$ cat src/rtl/ahb_mem_arbiter.sv
// ahb_mem_arbiter: two-master AHB-Lite arbiter/mux in front of a single-ported memory slave.
// Define ARB_ROUND_ROBIN_EN for alternating grants under contention; default is fixed M0 priority.
module ahb_mem_arbiter #(
   parameter int ADDR_WIDTH = 32
) (
   input  logic                  HCLK,
   input  logic                  HRESETn,
   input  logic                  M0_HSEL,
   input  logic [ADDR_WIDTH-1:0] M0_HADDR,
   input  logic [1:0]            M0_HTRANS,
   input  logic                  M0_HWRITE,
   input  logic [2:0]            M0_HSIZE,
   input  logic [31:0]           M0_HWDATA,
   input  logic                  M0_HREADY,
   output logic                  M0_HREADYOUT,
   output logic [31:0]           M0_HRDATA,
   input  logic                  M1_HSEL,
   input  logic [ADDR_WIDTH-1:0] M1_HADDR,
   input  logic [1:0]            M1_HTRANS,
   input  logic                  M1_HWRITE,
   input  logic [2:0]            M1_HSIZE,
   input  logic [31:0]           M1_HWDATA,
   input  logic                  M1_HREADY,
   output logic                  M1_HREADYOUT,
   output logic [31:0]           M1_HRDATA,
   output logic                  S_HSEL,
   output logic [ADDR_WIDTH-1:0] S_HADDR,
   output logic [1:0]            S_HTRANS,
   output logic                  S_HWRITE,
   output logic [2:0]            S_HSIZE,
   output logic [31:0]           S_HWDATA,
   output logic                  S_HREADY,
   input  logic                  S_HREADYOUT,
   input  logic [31:0]           S_HRDATA
);
   logic                  live0, live1, cand0, cand1, issue, go, win;
   logic                  pend0, pend1, dp_valid, dp_owner;
   logic [ADDR_WIDTH-1:0] h_addr0, h_addr1, last_addr, w_addr;
   logic [1:0]            h_trans0, h_trans1, w_trans, w_trans_eff;
   logic                  h_write0, h_write1, last_write, w_write, w_pend;
   logic [2:0]            h_size0, h_size1, last_size, w_size;

   assign live0 = M0_HSEL & M0_HTRANS[1] & M0_HREADY & ~pend0;
   assign live1 = M1_HSEL & M1_HTRANS[1] & M1_HREADY & ~pend1;
   assign cand0 = pend0 | live0;
   assign cand1 = pend1 | live1;
   assign issue = S_HREADYOUT & (cand0 | cand1);

`ifdef ARB_ROUND_ROBIN_EN
   // last_grant resets to M1 so the first contended grant goes to M0
   logic last_grant;
   assign win = cand1 & (~cand0 | ~last_grant);
   always_ff @(posedge HCLK or negedge HRESETn)
      if (!HRESETn)
         last_grant <= 1'b1;
      else if (issue)
         last_grant <= win;
`else
   assign win = cand1 & ~cand0;
`endif

   assign w_pend  = win ? pend1 : pend0;
   assign w_addr  = win ? (pend1 ? h_addr1  : M1_HADDR)  : (pend0 ? h_addr0  : M0_HADDR);
   assign w_trans = win ? (pend1 ? h_trans1 : M1_HTRANS) : (pend0 ? h_trans0 : M0_HTRANS);
   assign w_write = win ? (pend1 ? h_write1 : M1_HWRITE) : (pend0 ? h_write0 : M0_HWRITE);
   assign w_size  = win ? (pend1 ? h_size1  : M1_HSIZE)  : (pend0 ? h_size0  : M0_HSIZE);
   // a SEQ beat that lost continuity with its own previous slave address phase restarts as NONSEQ
   assign w_trans_eff = (w_trans == 2'b11 && (w_pend || (dp_valid && dp_owner != win))) ? 2'b10 : w_trans;

   assign go       = issue & HRESETn;
   assign S_HSEL   = go;
   assign S_HTRANS = go ? w_trans_eff : 2'b00;
   assign S_HADDR  = go ? w_addr : last_addr;
   assign S_HWRITE = go ? w_write : last_write;
   assign S_HSIZE  = go ? w_size : last_size;
   assign S_HWDATA = dp_owner ? M1_HWDATA : M0_HWDATA;
   assign S_HREADY = S_HREADYOUT;
   assign M0_HRDATA = S_HRDATA;
   assign M1_HRDATA = S_HRDATA;
   assign M0_HREADYOUT = ~pend0 & (~dp_valid | dp_owner | S_HREADYOUT);
   assign M1_HREADYOUT = ~pend1 & (~dp_valid | ~dp_owner | S_HREADYOUT);

   always_ff @(posedge HCLK or negedge HRESETn)
      if (!HRESETn) begin
         pend0      <= 1'b0;
         pend1      <= 1'b0;
         dp_valid   <= 1'b0;
         dp_owner   <= 1'b0;
         last_addr  <= '0;
         last_write <= 1'b0;
         last_size  <= 3'b000;
         h_addr0    <= '0;
         h_trans0   <= 2'b00;
         h_write0   <= 1'b0;
         h_size0    <= 3'b000;
         h_addr1    <= '0;
         h_trans1   <= 2'b00;
         h_write1   <= 1'b0;
         h_size1    <= 3'b000;
      end else begin
         if (issue) begin
            last_addr  <= w_addr;
            last_write <= w_write;
            last_size  <= w_size;
         end
         if (S_HREADYOUT) begin
            dp_valid <= issue;
            dp_owner <= win;
         end
         if (issue && !win)
            pend0 <= 1'b0;
         else if (live0) begin
            pend0    <= 1'b1;
            h_addr0  <= M0_HADDR;
            h_trans0 <= M0_HTRANS;
            h_write0 <= M0_HWRITE;
            h_size0  <= M0_HSIZE;
         end
         if (issue && win)
            pend1 <= 1'b0;
         else if (live1) begin
            pend1    <= 1'b1;
            h_addr1  <= M1_HADDR;
            h_trans1 <= M1_HTRANS;
            h_write1 <= M1_HWRITE;
            h_size1  <= M1_HSIZE;
         end
      end
endmodule

$ cat config.mk
export PLATFORM = sky130hd
export DESIGN_NAME = ahb_mem_arbiter
export DESIGN_NICKNAME = d
export VERILOG_FILES = /design/src/rtl/ahb_mem_arbiter.sv
export SDC_FILE = /design/constraint.sdc
export NUM_CORES = 1
export LEC_CHECK = 0
export CORE_ASPECT_RATIO = 2
export CORE_UTILIZATION = 25
export DETAILED_ROUTE_END_ITERATION = 7
export PLACE_DENSITY = 0.51
export SLEW_MARGIN = 25
export SYNTH_ARGS = -nofsm -noshare
export SYNTH_HDL_FRONTEND = slang
export SYNTH_SLANG_ARGS = --single-unit
$ cat constraint.sdc
create_clock -name HCLK -period 2.35 [get_ports HCLK]
set_input_delay 0.47 -clock HCLK [delete_from_list [all_inputs] [get_ports HCLK]]
set_output_delay 0.47 -clock HCLK [all_outputs]
set_load 0.01 [all_outputs]
==> key figures, run 1 <==
Global routing
  • GRT Overall Usage: 20.52%
  • Largest net degree at the start of global routing: 55
  • Vias in the first global route: 7006
  • Initial antenna violation count: 6
  • GRT overflow: 0
  • First-pass GRT wire length: 43010 um

Floorplan
  • Die span in y: 240.9 um
  • Initial Util: 25.40%
  • Die Area: 0.02926 mm2
  • Die W: 121.5 um
  • Core area: 0.02808 mm2
  • # IOs: 317
  • Row Count: 87

Power and ir drop
  • Leak: 0.005046 uW
  • Combinational share of power: 35.0%
  • Cell Int Power: 5768 uW
  • Worst vdd ir: 528.3 uV
  • Share of power burned in registers: 33.4%
  • Net Switching: 2599 uW
  • Clock power share: 31.6%
  • Sw frac: 31.06%
  • Pwr per Cell Area: 698.0 mW/mm2

Drt
  • TritonRoute pass-1 iters: 4
  • Routed WL per cell: 21.62 um
  • Via count: 6752
  • Drt first-iter violations: 212
  • DRC violations left: 0
  • Final WL: 30100 um
  • Drt via density: 4.851
  • Detail Route Antenna Nets: 0

Clock tree
  • Clk_lat worst skew: 0.44 ns
  • Reg clk slew, reported paths: 0.06 ns
  • Number of buffers created by CTS: 17
  • CTS tree: done
  • Root Driver: clkbuf_16
  • Max clock buf depth: 2
  • Sink Count: 116
  • # hold bufs at CTS: 0
  • H-tree depth: 4

STA
  • Unrepaired setup endpoints after global routing: yes
  • Max Clk Rate: 363.9 MHz
  • Max Slew Vio Count: 0
  • Period minus WS final: 2.748 ns
  • Tcrit/Tclk final: 116.9%
  • Setup slack after layout: -0.3978 ns
  • Fin. Hold Viols: 0
  • Hold Worst Slack: 0.09618 ns
  • Setup-failing EPs final: 40
  • Worst relative slew slack: 48.13%
  • Sum Neg Setup Slack: -13.34 ns
  • Worst Tran Pin Value: 0.7781 ns
  • Worst Skew: 0.01025 ns

Worst setup path
  • Setup Crit Path Kind: reg -> out
  • Reg2Reg Setup Slack: -0.10 ns
  • Crit Path Max Fanout: 7
  • Arr. time, crit path: 2.28 ns
  • Critical path startpoint category: flop
  • Endpoint type of the worst setup path: output pin
  • Req. time, crit path: 1.88 ns
  • Worst reg-to-reg path cell count: 14
  • FF-to-FF End: last_addr[28]
  • Worst r2r src: pend0

Synthesis
  • Mapped Avg Cell Area: 9.563 um2
  • Flops & latches, synth: 116
  • Post-Syn Instances: 746
  • Post-synth top area cell: dfrtp_1
  • Yosys warning count: 0
  • Synth unique cells: 32
  • Post-Syn Area: 0.007134 mm2
  • Top cells by area, synth: dfrtp_1, mux2_2, nand2_1
  • Post-synth top area share: 40.69%
  • Syn nets: 925
  • Sequential share of the synthesized area: 40.69%

Cells and area
  • Commonest non-fill, non-tap cell in the layout: clkdlybuf4s50_1
  • Layout cells sized above 1: 44.27%
  • Area grow syn2layout: 68.01%
  • FF/Latch Area: 0.002907 mm2
  • # fillers: 2762
  • Final cell count without fillers: 1392
  • Final #Nets: 1196
  • Most frequent cells in the layout: clkdlybuf4s50_1, nand2_1, dfrtp_1
  • Multi-input logic area: 0.004248 mm2

Place
  • DP Worst Slack: -0.8967 ns
  • DPL Wire Length: 19950 um
  • Port bufs: 220
  • Post-Place Cells: 1295
  • GP Congestion: 0.8790

Min path
  • Hold crit path type: in -> async

Run
  • Max Cap Viol: 0

Run status
  • Failing checks: setup timing
  • Run status: complete, but fails checks
cells by family after synthesis:
| logic type | count (synthesis) | share of synthesized area (%) |
|---|---|---|
| AOI/OAI and AO/OA | 156 | 13.96 |
| DFF | 116 | 40.69 |
| muxes | 143 | 21.92 |
| buffers and inverters | 126 | 10.87 |
| and+or+nand+nor | 205 | 12.56 |
flip-flops by register name, indices dropped and copies added, names as in the netlist:
register    flops
h_trans1        2
h_write0        1
h_trans0        2
h_addr0        32
last_write      1
h_addr1        32
last_size       3
h_write1        1
last_addr      32
dp_valid        1
pend1           1
h_size0         3
dp_owner        1
pend0           1
h_size1         3
stage by stage:
stage                     instance area, um2  util, %  total power [uW]
final                                  11990    42.68              8367
after global routing                   11990    42.68              8799
after CTS                              11250    40.07              8150
after detailed placement                9978    35.53              5337
after global placement                  9978    35.53              5295
after floorplan                         7134        -              4027
power by group through the flow:
| stage | registers, uW | clock network [uW] | logic [uW] |
|---|---|---|---|
| 5_1_grt | 2870 | 2790 | 3150 |
| 2_1_floorplan | 2700 | 0 | 1330 |
| 3_3_place_gp | 2760 | 0 | 2530 |
| 6_report | 2800 | 2640 | 2930 |
| 3_5_place_dp | 2780 | 0 | 2550 |
| 4_1_cts | 2760 | 2720 | 2670 |
worst max path at each step:
stage                       startpoint           to  slack [ns]  cells past startpoint
after detailed placement  M0_HTRANS[1]  S_HADDR[26]       -0.90                      8
after CTS                        pend0  S_HADDR[31]       -0.52                      7
after global placement    M0_HTRANS[1]  S_HADDR[26]       -0.90                      8
final                            pend0   S_HADDR[1]       -0.40                      7
after global routing             pend0  S_HADDR[19]       -0.45                      7
after floorplan              M1_HREADY   S_HADDR[0]        0.18                      6
critical path, cell delays in order (launching register included):
cell     delay [ns]
dfrtp_2        0.46
a31o_4         0.31
buf_12         0.17
buf_4          0.14
or3_4          0.34
a21oi_4        0.17
o31ai_2        0.09
buf_2          0.15
what timing repair did:
action	4_1_cts	5_1_grt
pin swaps	18	37
endpoints found under the setup margin	73	42
setup buffers	28	24
gates cloned	9	3
resized for setup	309	133
synthesized netlist by cell type (all sizes together):
cell	number
a31oi	2
nor3b	1
or2	1
nand3	2
o21ai	36
nor2	4
nand2	151
clkbuf	23
buf	100
inv	3
nand4b	1
dfrtp	116
nor4	2
nor2b	1
mux2	106
mux2i	37
nor3	1
a21oi	40
nand3b	1
nand4	1
a211oi	1
a31o	1
or3	37
o31ai	74
o311ai	2
and3	1
nand2b	1
metal layers:
metal	vias to the layer above	part of all wire [%]	global-route usage (%)	routed length, um
met2	157	55	37.84	16480
met3	129	4.8	4.324	1451
met1	3333	33	19.00	9847
li1	3133	-	-	-
met4	0	7.7	16.80	2322
met5	-	0	0	0
layout make-up:
| class | instances | area share (%) |
|---|---|---|
| clock inverters | 9 | 0.8455 |
| well taps | 356 | 3.716 |
| clock buffers | 23 | 4.071 |
| inverters | 3 | 0.09395 |
| diodes | 6 | 0.1253 |
| flip-flops and latches | 116 | 24.25 |
| repair buffers | 375 | 31.46 |
| multi-input cells | 504 | 35.44 |
Note: power is estimated with default switching activity, not from simulation.
==> run 2: changes to the inputs <==
Settings changed: CTS_CLUSTER_DIAMETER from default to 50.
==> results of run 2 <==
Final layout, timing and power as in run 1 (identical DEF).
==> run 3: changes to the inputs <==
Settings changed: CORE_UTILIZATION 25 to 43, PLACE_DENSITY 0.51 to 0.8.
==> run 3 against run 2 <==
The run still ends with setup timing left. Largest cell class unchanged. First-iteration DRC count increased by 150%. Setup slack worse by 0.018 ns. Design area down 3.5%. Maximum frequency down 0.64%. Global-route usage up 12 points. Via count is 7.8% higher. Critical path depth is the same. Clock-buffer cell count fell by 6. Non-clock buffer count fell by 13. Clock power fell by 4%. Critical endpoint is now S_HADDR[8]. Combinational power hardly changed.
==> key figures, run 3 (synthesis results as in run 1) <==
STA
  • Hold Worst Slack: 0.4030 ns
  • Worst Tran Pin Value: 0.9097 ns
  • Unrepaired setup endpoints after global routing: yes
  • Worst relative slew slack: 39.35%
  • Setup slack after layout: -0.4155 ns
  • Period minus WS final: 2.766 ns
  • Tcrit/Tclk final: 117.7%
  • Max Slew Vio Count: 0
  • Fin. Hold Viols: 0
  • Max Clk Rate: 361.6 MHz
  • Worst Skew: 0.01024 ns
  • Setup-failing EPs final: 41

Power and ir drop
  • Pwr per Cell Area: 716.3 mW/mm2
  • Leak: 0.005108 uW
  • Worst vdd ir: 557.0 uV

Drt
  • Detail Route Antenna Nets: 0
  • Max Used Layer: met4
  • TritonRoute pass-1 iters: 5
  • Routed WL per cell: 24.29 um
  • Met2 routed WL: 15390 um
  • Via count: 7277
  • Met1 wire length: 9470 um
  • Drt first-iter violations: 524
  • DRC violations left: 0
  • Final WL: 29810 um
  • Drt via density: 5.931
  • Metal3 WL: 2166 um

Clock tree
  • H-tree depth: 4
  • Number of buffers created by CTS: 17
  • CTS tree: done
  • Clk_lat worst skew: 0.42 ns
  • Sink Count: 116
  • Root Driver: clkbuf_16
  • Max clock buf depth: 2
  • Reg clk slew, reported paths: 0.06 ns

Worst setup path
  • Max stage delay on crit path: 0.48 ns
  • Req. time, crit path: 1.88 ns
  • Critical path startpoint category: flop
  • Arr. time, crit path: 2.30 ns
  • Endpoint type of the worst setup path: output pin
  • Worst path slowest cell: dfrtp_2
  • Crit Path Max Fanout: 9
  • Worst-path cell chain: a31o_4, buf_12, buf_12, or3_4, a21oi_4, o31ai_2, buf_2
  • Most common cell on crit path: buf_12
  • Setup Crit Path Kind: reg -> out

Run
  • Max Cap Viol: 0

Cells and area
  • Commonest non-fill, non-tap cell in the layout: clkdlybuf4s50_1
  • Most frequent cells in the layout: clkdlybuf4s50_1, nand2_1, dfrtp_1
  • Final #Nets: 1183
  • Area grow syn2layout: 62.07%
  • Largest regs: h_addr0: 32 flops, h_addr1: 32 flops, last_addr: 32 flops
  • Layout cells sized above 1: 42.48%
  • # fillers: 1031

Floorplan
  • # IOs: 317
  • Core area: 0.01627 mm2
  • Die span in y: 184.2 um
  • Die Area: 0.01714 mm2
  • Initial Util: 43.85%
  • Row Count: 66
  • Die W: 93.08 um

Run status
  • Failing checks: setup timing
  • Run status: complete, but fails checks

Min path
  • Hold crit path type: in -> async

Global routing
  • Vias in the first global route: 7458
  • GRT Overall Usage: 32.17%
  • Largest net degree at the start of global routing: 69
  • First-pass GRT wire length: 40650 um
  • Initial antenna violation count: 5
  • GRT overflow: 0

Place
  • DP Worst Slack: -0.9004 ns
  • DPL Wire Length: 18090 um
  • GP Congestion: 0.9154
  • Port bufs: 220
run 3: per-layer routing:
layer  track usage (%)  vias up
met1             30.93     3545
met5                 0        -
met3             8.457      209
met4             30.77        0
li1                  -     3122
met2             54.21      401
run 3: path summary, 6_finish.rpt:
path                                end        from  slack (ns)  depth (start not counted)
max in group asynchronous    h_addr1[7]     HRESETn        0.56                          4
max                          S_HADDR[8]       pend0       -0.42                          7
max reg2reg                last_addr[9]       pend0       -0.27                         16
min in group HCLK            last_write  last_write        0.48                          2
min reg2reg                  last_write  last_write        0.48                          2
min                          h_addr0[4]     HRESETn        0.40                          3
run 3: power by group:
group / internal [uW] / switching (uW) / total (uW) / leakage, uW
Sequential: 2500 / 327 / 2830 / 0.00140
Clock: 1480 / 1060 / 2540 / 0.000268
Combinational: 1550 / 1370 / 2920 / 0.00344
Total: 5530 / 2750 / 8280 / 0.00511
run 3: repair_timing:
action | CTS | global route
pin swaps | 21 | 20
buffers inserted | 28 | 19
resized for setup | 272 | 119
endpoints found under the setup margin | 73 | 63
gates cloned | 5 | 3
hold buffers | 0 | 0
run 3: area by class of cell:
class	count	area, um2	share of cell area [%]
antenna	6	15.01	0.1299
inverter	3	11.26	0.09739
multi-input combinational	504	4170	36.07
timing repair buffer	362	3631	31.40
clock inverter	15	147.6	1.277
sequential	116	2907	25.14
clock buffer	17	425.4	3.679
tap	204	255.2	2.208
run 3: worst max-delay path, delay by kind of cell, from the launching register on:
kind	cells	cell delay, ns
buffers and inverters	3	0.46
and+or+nand+nor	1	0.35
DFF	1	0.48
AOI/OAI and AO/OA	3	0.59
run 3: per-stage QoR:
| step | std cells | cell area, um2 | utilization [%] | total power [uW] | TNS, ns |
|---|---|---|---|---|---|
| 5_1_grt | 1226 | 11560 | 71.06 | 8639 | -15.20 |
| 2_1_floorplan | 746 | 7134 | - | 4027 | 0 |
| 6_report | 1227 | 11560 | 71.07 | 8283 | -13.59 |
| 3_5_place_dp | 1140 | 9724 | 59.78 | 5317 | -39.56 |
| 3_3_place_gp | 1140 | 9724 | 59.78 | 5225 | -37.71 |
| 4_1_cts | 1202 | 10880 | 66.86 | 7957 | -13.21 |
